--- src/rtl/clb_config_loader_if.sv ---
// Config port handshake bundle for clb_config_loader.
// master drives start/valid/bit, slave returns ready.
interface clb_config_loader_if;
    logic cfg_start;
    logic cfg_valid;
    logic cfg_bit;
    logic cfg_ready;

    modport master (
        output cfg_start,
        output cfg_valid,
        output cfg_bit,
        input  cfg_ready
    );

    modport slave (
        input  cfg_start,
        input  cfg_valid,
        input  cfg_bit,
        output cfg_ready
    );
endinterface

--- src/rtl/clb_config_loader.sv ---
// Serial CLB config loader: 19-bit even-parity frames into NUM_CLB slots.
// Ports: clk, res (async low), cfg (slave if), busy/done/err/clb_en, sram_bus.
module clb_config_loader #(
    parameter int NUM_CLB = 4,
    parameter int CFG_W   = 18
) (
    input  logic                     clk,
    input  logic                     res,
    clb_config_loader_if.slave       cfg,
    output logic                     cfg_busy,
    output logic                     cfg_done,
    output logic                     cfg_err,
    output logic                     clb_en,
    output logic [NUM_CLB*CFG_W-1:0] sram_bus
);

    localparam int FW  = CFG_W + 1;
    localparam int BW  = $clog2(FW + 1);
    localparam int WCW = (NUM_CLB > 1) ? $clog2(NUM_CLB) : 1;

    localparam logic [BW-1:0]  LAST_BIT  = BW'(FW - 1);
    localparam logic [WCW-1:0] LAST_WORD = WCW'(NUM_CLB - 1);

    localparam logic [2:0] S_IDLE   = 3'd0;
    localparam logic [2:0] S_LOAD   = 3'd1;
    localparam logic [2:0] S_COMMIT = 3'd2;
    localparam logic [2:0] S_DONE   = 3'd3;
    localparam logic [2:0] S_ERROR  = 3'd4;

    logic [2:0]               state;
    logic [FW-1:0]            shreg;
    logic [BW-1:0]            bit_cnt;
    logic [WCW-1:0]           word_cnt;
    logic [NUM_CLB*CFG_W-1:0] sram_q;
    logic                     par_ok;

    // Even parity over data plus parity bit.
    assign par_ok = ~(^shreg);

    // All status outputs decode straight from state so that
    // an asynchronous reset clears them without a clock edge.
    assign cfg.cfg_ready = (state == S_LOAD);
    assign cfg_busy      = (state == S_LOAD) || (state == S_COMMIT);
    assign cfg_done      = (state == S_DONE);
    assign clb_en        = (state == S_DONE);
    assign cfg_err       = (state == S_ERROR);
    assign sram_bus      = sram_q;

    always_ff @(posedge clk or negedge res) begin
        if (!res) begin
            state    <= S_IDLE;
            shreg    <= '0;
            bit_cnt  <= '0;
            word_cnt <= '0;
            sram_q   <= '0;
        end else begin
            case (state)
                S_LOAD: begin
                    if (cfg.cfg_valid) begin
                        shreg <= {shreg[FW-2:0], cfg.cfg_bit};
                        if (bit_cnt == LAST_BIT) begin
                            state <= S_COMMIT;
                        end else begin
                            bit_cnt <= bit_cnt + 1'b1;
                        end
                    end
                end
                S_COMMIT: begin
                    if (par_ok) begin
                        sram_q[word_cnt*CFG_W +: CFG_W] <= shreg[FW-1:1];
                        if (word_cnt == LAST_WORD) begin
                            state <= S_DONE;
                        end else begin
                            word_cnt <= word_cnt + 1'b1;
                            bit_cnt  <= '0;
                            state    <= S_LOAD;
                        end
                    end else begin
                        state <= S_ERROR;
                    end
                end
                S_IDLE, S_DONE, S_ERROR: begin
                    if (cfg.cfg_start) begin
                        state    <= S_LOAD;
                        bit_cnt  <= '0;
                        word_cnt <= '0;
                    end
                end
                default: state <= S_IDLE;
            endcase
        end
    end

endmodule
--- src/flat_wrapper.sv ---
// flat-port wrapper written by rule: the top's interface ports become plain ports
module clb_config_loader_flat 
#(
    parameter int NUM_CLB = 4,
    parameter int CFG_W   = 18
)
  (clk, res, cfg_busy, cfg_done, cfg_err, clb_en, sram_bus, cfg_cfg_start, cfg_cfg_valid, cfg_cfg_bit, cfg_cfg_ready);
  clb_config_loader_if cfg_i ();
  input  logic clk;
  input  logic res;
  output logic cfg_busy;
  output logic cfg_done;
  output logic cfg_err;
  output logic clb_en;
  output logic [NUM_CLB*CFG_W-1:0] sram_bus;
  input wire logic [$bits(cfg_i.cfg_start)-1:0] cfg_cfg_start;
  input wire logic [$bits(cfg_i.cfg_valid)-1:0] cfg_cfg_valid;
  input wire logic [$bits(cfg_i.cfg_bit)-1:0] cfg_cfg_bit;
  output wire logic [$bits(cfg_i.cfg_ready)-1:0] cfg_cfg_ready;
  assign cfg_i.cfg_start = cfg_cfg_start;
  assign cfg_i.cfg_valid = cfg_cfg_valid;
  assign cfg_i.cfg_bit = cfg_cfg_bit;
  assign cfg_cfg_ready = cfg_i.cfg_ready;
  clb_config_loader #(.NUM_CLB(NUM_CLB), .CFG_W(CFG_W)) u_core (.clk(clk), .res(res), .cfg(cfg_i), .cfg_busy(cfg_busy), .cfg_done(cfg_done), .cfg_err(cfg_err), .clb_en(clb_en), .sram_bus(sram_bus));
endmodule
--- config.mk ---
export PLATFORM = sky130hd
export DESIGN_NAME = clb_config_loader_flat
export DESIGN_NICKNAME = d
export VERILOG_FILES = /design/src/rtl/clb_config_loader_if.sv /design/src/rtl/clb_config_loader.sv /design/src/flat_wrapper.sv
export SDC_FILE = /design/constraint.sdc
export NUM_CORES = 1
export LEC_CHECK = 0
export ABC_AREA = 1
export CAP_MARGIN = 20
export CORE_MARGIN = 3
export CORE_UTILIZATION = 45
export CTS_CLUSTER_DIAMETER = 40
export DETAILED_ROUTE_END_ITERATION = 16
export DONT_BUFFER_PORTS = 1
export GPL_ROUTABILITY_DRIVEN = 0
export PLACE_DENSITY = 0.67
export REMOVE_ABC_BUFFERS = 1
export SYNTH_ARGS = -nofsm -noshare
export SYNTH_HDL_FRONTEND = slang
export SYNTH_SLANG_ARGS = --single-unit
export TNS_END_PERCENT = 20
--- constraint.sdc ---
create_clock -name clk -period 2.4 [get_ports clk]
set_input_delay 0.36 -clock clk [delete_from_list [all_inputs] [get_ports clk]]
set_output_delay 0.36 -clock clk [all_outputs]
set_load 0.05 [all_outputs]
==> summary.md, run 1 <==
| Metric | Value |
|---|---|
| Status | `finished with violations` |
| Violated checks | `negative hold slack` |
| Critical path arrival | `2.52 ns` |
| Inst Count DP | `1091` |
| Final min period | `2.25 ns` |
| Crit path launch type | `flop` |
| Synth area leaders | `dfrtp_1, nand2_1, nand3_1` |
| # rows | `42` |
| First-pass GRT wire length | `29500 um` |
| Via density | `5.58` |
| Number of setup buffers added after CTS | `0` |
| Max Cap Viol | `0` |
| I/O pin cnt | `82` |
| Total CTS buffers | `9` |
| Initial antenna violation count | `0` |
| Top_reg_cell synth | `dfrtp_1` |
| Seq/Total Area, Yosys | `39.8%` |
| Vias | `6181` |
| EDFF count, synth | `0` |
| Tightest Pin Transition | `0.518 ns` |
| Clk buf depth | `2` |
| PwrDens | `1640 mW/mm2` |
| Netlist cell types | `39` |
| Fin Setup TNS | `0 ns` |
| Required @ worst endpoint | `2.67 ns` |
| Overall routed net length | `17700 um` |
| N_diodes | `0` |
| Final total power | `11.5 mW` |
| Tightest Hold Check Type | `primary input to asynchronous set/reset pin` |
| Placed instance area | `0.00661 mm2` |
| Final Setup Violations | `0` |
| Worst-path clk slew | `0.07 ns` |
| Chip Width | `125 um` |
| Share of cells above drive strength 1 | `8.92%` |
| Critical path class | `flop to flop` |
| Layout Area Growth over Synthesis | `9.97%` |
| TritonCTS clock tree | `built` |
| Worst-path maximum fanout | `15` |
| Post-synth top area share | `39.8%` |
| Crit path capture type | `flop` |
| Fmax | `445 MHz` |
| RSZ-0062 raised after global routing | `true` |
| Initial Util | `47.0%` |
| Post-DP HPWL | `12800 um` |
| I/O Buffers | `0` |
| Syn_area_per_cell | `6.79 um2` |
| Yosys warnings | `0` |
| Fin crit share | `93.7%` |
| Endpoints failing hold | `101` |
| Layout Nets | `938` |
| Fin cells | `1107` |
| Vias in the first global route | `5777` |
| Post-Synthesis Cells | `936` |
| # DRC | `0` |
| Number of synthesized register bits | `101` |
| Max_slew headroom | `65.5%` |
| Die area | `0.0156 mm2` |
| Routed wire per std cell | `15.9 um` |
| Largest net degree at the start of global routing | `102` |
| Leakage | `3.56 nW` |
| Most frequent cell after synthesis | `nand2_1` |
| Overall Global Routing Usage | `22.7%` |
| Hold_ws | `-0.301 ns` |
| Core ar. | `0.0135 mm2` |
| Synth Cell Area | `0.00635 mm2` |
| Grt total ovfl | `0` |
| H-Tree Depth | `3` |
| Post-route cell area | `0.00699 mm2` |
| CTS root buf | `clkbuf_16` |
| Final Max Tran Viols | `0` |
| Clk_lat worst skew | `0.35 ns` |
| Clock Sink Count | `101` |
| Most instantiated cells after synthesis | `nand2_1, dfrtp_1, nand3_1, o21ai_0, nor2_1` |
| Worst ir drop on vdd | `856 uV` |
| Die Y | `125 um` |
| Post-route ant nets | `0` |
| Clock Skew | `0.00964 ns` |
| Initial DRC Count | `510` |
| Async set-or-reset flop fraction in the synthesized netlist | `100%` |
| Drt first pass iters | `7` |
| Largest area contributor in the netlist | `dfrtp_1` |
==> cell families (layout without fill, tap and decap cells) <==
group                      count (synthesis)  after routing  share of synthesized area [%]
AOI/OAI and AO/OA                        117            117                           9.65
xor gates and xnor gates                   4              4                          0.552
adders and majority gates                  7              7                           1.38
buffers and inverters                    126            121                           8.47
DFF                                      101            101                           39.8
and+or+nand+nor                          581            581                           40.2
==> metal layers <==
layer	track usage (%)	vias to the layer above	part of all wire, %
met3	3.64	32	6.8
met5	0	-	0
li1	-	3053	-
met4	9.44	0	2.9
met1	31.4	2869	45
met2	35.6	227	45
==> state kept, by name (all words and copies together), names as in the netlist <==
signal           flops
u_core.state         3
u_core.shreg        19
u_core.bit_cnt       5
u_core.word_cnt      2
u_core.sram_bus     72
==> area by class of cell <==
cell class / count / area [um2]
Clock buffer: 10 / 239
Clock inverter: 6 / 115
Fill cell: 1334 / 6520
Inverter: 65 / 244
Multi-Input combinational cell: 709 / 3310
Sequential cell: 101 / 2530
Tap cell: 176 / 220
Timing Repair Buffer: 40 / 325
==> layout by cell type (no fill, tap or decap), types with 2 or more instances in the layout <==
master     synthesis  final
nor2_2             2      2
ha_1               7      7
xor2_1             3      3
buf_12             0      2
clkbuf_16          0      9
clkinv_1           4      4
nand3_4            2      4
buf_4              4     38
o21ai_0           72     71
bufinv_16          0      3
inv_2              4      4
nand2_2           11     10
nand4_1           63     63
nand3_1           79     79
o21ai_1           11     12
nand2_1          347    347
o22ai_1            4      4
inv_6              0      2
nor2_1            64     63
inv_1             57     57
dfrtp_1          101    101
a21oi_1           22     22
nand3_2            5      3
a211oi_1           2      2
o211ai_1           2      2
nor3_1             2      2
==> worst max-delay path: stages, from the launching register on <==
cell	delay, ns
dfrtp_1	0.40
inv_1	0.12
ha_1	0.25
inv_2	0.19
buf_4	0.25
nand3_1	0.10
nand3_1	0.10
nand2_1	0.15
o22ai_1	0.36
nand2_1	0.10
o21ai_1	0.15
==> what timing repair did <==
| action | in CTS | in global routing |
|---|---|---|
| endpoints found under the setup margin | 0 | 55 |
| endpoints found under the hold margin | 101 | 101 |
| gates resized for setup | 0 | 3 |
==> metrics by stage <==
step                      utilization (%)  setup slack (ns)
after floorplan                         -             -1.90
after global placement               49.0             0.204
after detailed placement             49.0             0.162
after CTS                            51.6             0.149
after global routing                 51.7          -0.00821
final                                51.7             0.152
==> worst paths after layout <==
kind	startpoint	to	slack [ns]	cells past startpoint
worst max-delay path	u_core.word_cnt[0]$_DFFE_PN0P_	u_core.sram_bus[64]$_DFFE_PN0P_	0.15	10
worst min-delay path	res	u_core.sram_bus[3]$_DFFE_PN0P_	-0.30	0
worst max register to register	u_core.word_cnt[0]$_DFFE_PN0P_	u_core.sram_bus[64]$_DFFE_PN0P_	0.15	10
worst min register to register	u_core.bit_cnt[4]$_DFFE_PN0P_	u_core.bit_cnt[4]$_DFFE_PN0P_	0.53	2
max in group asynchronous	res	u_core.sram_bus[67]$_DFFE_PN0P_	2.55	0
min in group clk	cfg_cfg_bit	u_core.shreg[0]$_DFFE_PN0P_	0.16	2
==> power by group <==
part	total, mW	leakage, nW	switching (mW)	internal (mW)
sequential	3.23	1.38	1.16	2.08
combinational	6.51	2.01	4.61	1.89
clock	1.72	0.170	0.666	1.06
total	11.5	3.56	6.44	5.02
Power figures use the tool's default switching activity.
==> inputs of run 2 (changes only) <==
SKIP_LAST_GASP = 1   (was default)
==> summary.md, run 2 (synthesized netlist as in run 1, its figures left out) <==
| Metric | Value |
|---|---|
| Clk buf depth | `2 (unchanged)` |
| Initial antenna violation count | `0 (unchanged)` |
| Crit path launch type | `flop` |
| # DRC | `0 (unchanged)` |
| TritonCTS clock tree | `built` |
| Post-route ant nets | `0 (unchanged)` |
| Post-route cell area | `0.00699 mm2 (unchanged)` |
| Tightest Hold Check Type | `primary input to asynchronous set/reset pin` |
| Total CTS buffers | `9 (unchanged)` |
| Fmax | `445 MHz (about the same)` |
| PwrDens | `1640 mW/mm2 (about the same)` |
| Max reg flops | `72 (unchanged)` |
| Die area | `0.0156 mm2 (unchanged)` |
| # rows | `42 (unchanged)` |
| Post-DP HPWL | `12800 um (unchanged)` |
| Clock Sink Count | `101 (unchanged)` |
| N_diodes | `0 (unchanged)` |
| # fillers | `1334 (unchanged)` |
| Clock Skew | `0.00964 ns (+0.000000870 ns)` |
| R2R setup slack | `0.15 ns (about the same)` |
| Critical path class | `flop to flop` |
| Overall routed net length | `17700 um (about the same)` |
| Drt first pass iters | `5 (-2)` |
| Reg2Reg Launch Point | `u_core.word_cnt[0]$_DFFE_PN0P_` |
| Largest net degree at the start of global routing | `102 (unchanged)` |
| Worst-path clk slew | `0.07 ns (about the same)` |
| CTS root buf | `clkbuf_16` |
| Vias | `6193 (+0.19%)` |
| RSZ-0062 raised after global routing | `true` |
| Fin crit share | `93.7% (about the same)` |
| Overall Global Routing Usage | `22.7% (unchanged)` |
| Hold_ws | `-0.300 ns (+0.000689 ns)` |
| Initial Util | `47.0% (unchanged)` |
| Layout Area Growth over Synthesis | `9.97% (unchanged)` |
| Chip Width | `125 um (unchanged)` |
| FF/Latch Area | `0.00253 mm2 (unchanged)` |
| Layout Nets | `938 (unchanged)` |
| Max Cap Viol | `0 (unchanged)` |
| Max_slew headroom | `65.5% (about the same)` |
| Crit path capture type | `flop` |
| Core ar. | `0.0135 mm2 (unchanged)` |
| Grt total ovfl | `0 (unchanged)` |
| I/O Buffers | `0 (unchanged)` |
| Initial DRC Count | `509 (-0.20%)` |
| Clk_lat worst skew | `0.35 ns (about the same)` |
| I/O pin cnt | `82 (unchanged)` |
| Final min period | `2.25 ns (+0.000967 ns)` |
| Die Y | `125 um (unchanged)` |
| First-pass GRT wire length | `29500 um (unchanged)` |
| Final Setup Violations | `0 (unchanged)` |
| Dpl ws | `0.162 ns (unchanged)` |
| Endpoints failing hold | `101 (unchanged)` |
| Status | `finished with violations` |
| Multi-input logic area | `0.00331 mm2 (unchanged)` |
| H-Tree Depth | `3 (unchanged)` |
| Worst ir drop on vdd | `856 uV (about the same)` |
| Worst-path maximum fanout | `15 (unchanged)` |
| Worst R2R Path Depth | `10 (unchanged)` |
| Vias in the first global route | `5777 (unchanged)` |
| Most frequent cells in the layout | `nand2_1, dfrtp_1, nand3_1` |
| Fin Setup TNS | `0 ns (unchanged)` |
| Via density | `5.59 (+0.19%)` |
| Required @ worst endpoint | `2.67 ns (about the same)` |
| Routed wire per std cell | `16.0 um (about the same)` |
| Leakage | `3.56 nW (unchanged)` |
| Crit. Startpoint | `u_core.word_cnt[0]$_DFFE_PN0P_` |
| Commonest non-fill, non-tap cell in the layout | `nand2_1` |
| Share of cells above drive strength 1 | `8.92% (unchanged)` |
| Violated checks | `negative hold slack` |
| Final Max Tran Viols | `0 (unchanged)` |
| Tightest Pin Transition | `0.518 ns (-0.000111 ns)` |
| Placed instance area | `0.00661 mm2 (unchanged)` |
| Critical path arrival | `2.52 ns (about the same)` |
| Final worst slack | `0.151 ns (-0.000967 ns)` |
## run 2: cell counts in the layout (fill, tap and decap cells not counted)
Identical to the previous run, type by type.
## run 2: routing by layer
layer | part of all wire (%) | global-route usage [%] | up-vias | routed length, um
met5 | 0 | 0 | - | 0
met4 | 2.9 | 9.44 | 0 | 517
met3 | 6.9 | 3.64 | 32 | 1230
met2 | 46 | 35.6 | 229 | 8040
met1 | 45 | 31.4 | 2880 | 7880
li1 | - | - | 3052 | -
## run 2: report_power, final
| group | leakage, nW | internal, mW | switching [mW] | total [mW] |
|---|---|---|---|---|
| clock network | 0.170 | 1.06 | 0.666 | 1.72 |
| registers | 1.38 | 2.08 | 1.16 | 3.23 |
| logic | 2.01 | 1.89 | 4.62 | 6.51 |
| total | 3.56 | 5.02 | 6.44 | 11.5 |
## run 2: final cells by class
class / count / area share [%]
multi-input cells: 709 / 47.4
flip-flops and latches: 101 / 36.2
repair buffers: 40 / 4.66
inverters: 65 / 3.49
clock buffers: 10 / 3.42
well taps: 176 / 3.15
clock inverters: 6 / 1.65
## run 2: timing repair
action                                 in CTS  in global routing
setup endpoints to repair                   0                 55
endpoints found under the hold margin     101                101
buffers inserted                            0                  0
gates resized for setup                     0                  3
## run 2: final timing paths
path | to
max in group asynchronous | u_core.sram_bus[67]$_DFFE_PN0P_
setup reg to reg | u_core.sram_bus[64]$_DFFE_PN0P_
hold reg to reg | u_core.bit_cnt[4]$_DFFE_PN0P_
setup / recovery | u_core.sram_bus[64]$_DFFE_PN0P_
min in group clk | u_core.shreg[0]$_DFFE_PN0P_
hold / removal | u_core.sram_bus[3]$_DFFE_PN0P_
## run 2: per-stage QoR
| step | hold WS (ns) | power (mW) | utilization, % | instances |
|---|---|---|---|---|
| after floorplan | 0.0644 | 7.17 | - | 875 |
| after global placement | 0.0685 | 9.47 | 49.0 | 1091 |
| after detailed placement | 0.0682 | 9.57 | 49.0 | 1091 |
| after CTS | -0.309 | 11.3 | 51.6 | 1107 |
| after global routing | -0.312 | 12.3 | 51.7 | 1107 |
| final | -0.300 | 11.5 | 51.7 | 1107 |
## run 2: worst max-delay path, stage by stage (launching register included)
cell and delay, ns:
dfrtp_1 0.40, inv_1 0.12, ha_1 0.25, inv_2 0.19, buf_4 0.26, nand3_1 0.10
nand3_1 0.09, nand2_1 0.15, o22ai_1 0.35, nand2_1 0.10, o21ai_1 0.15
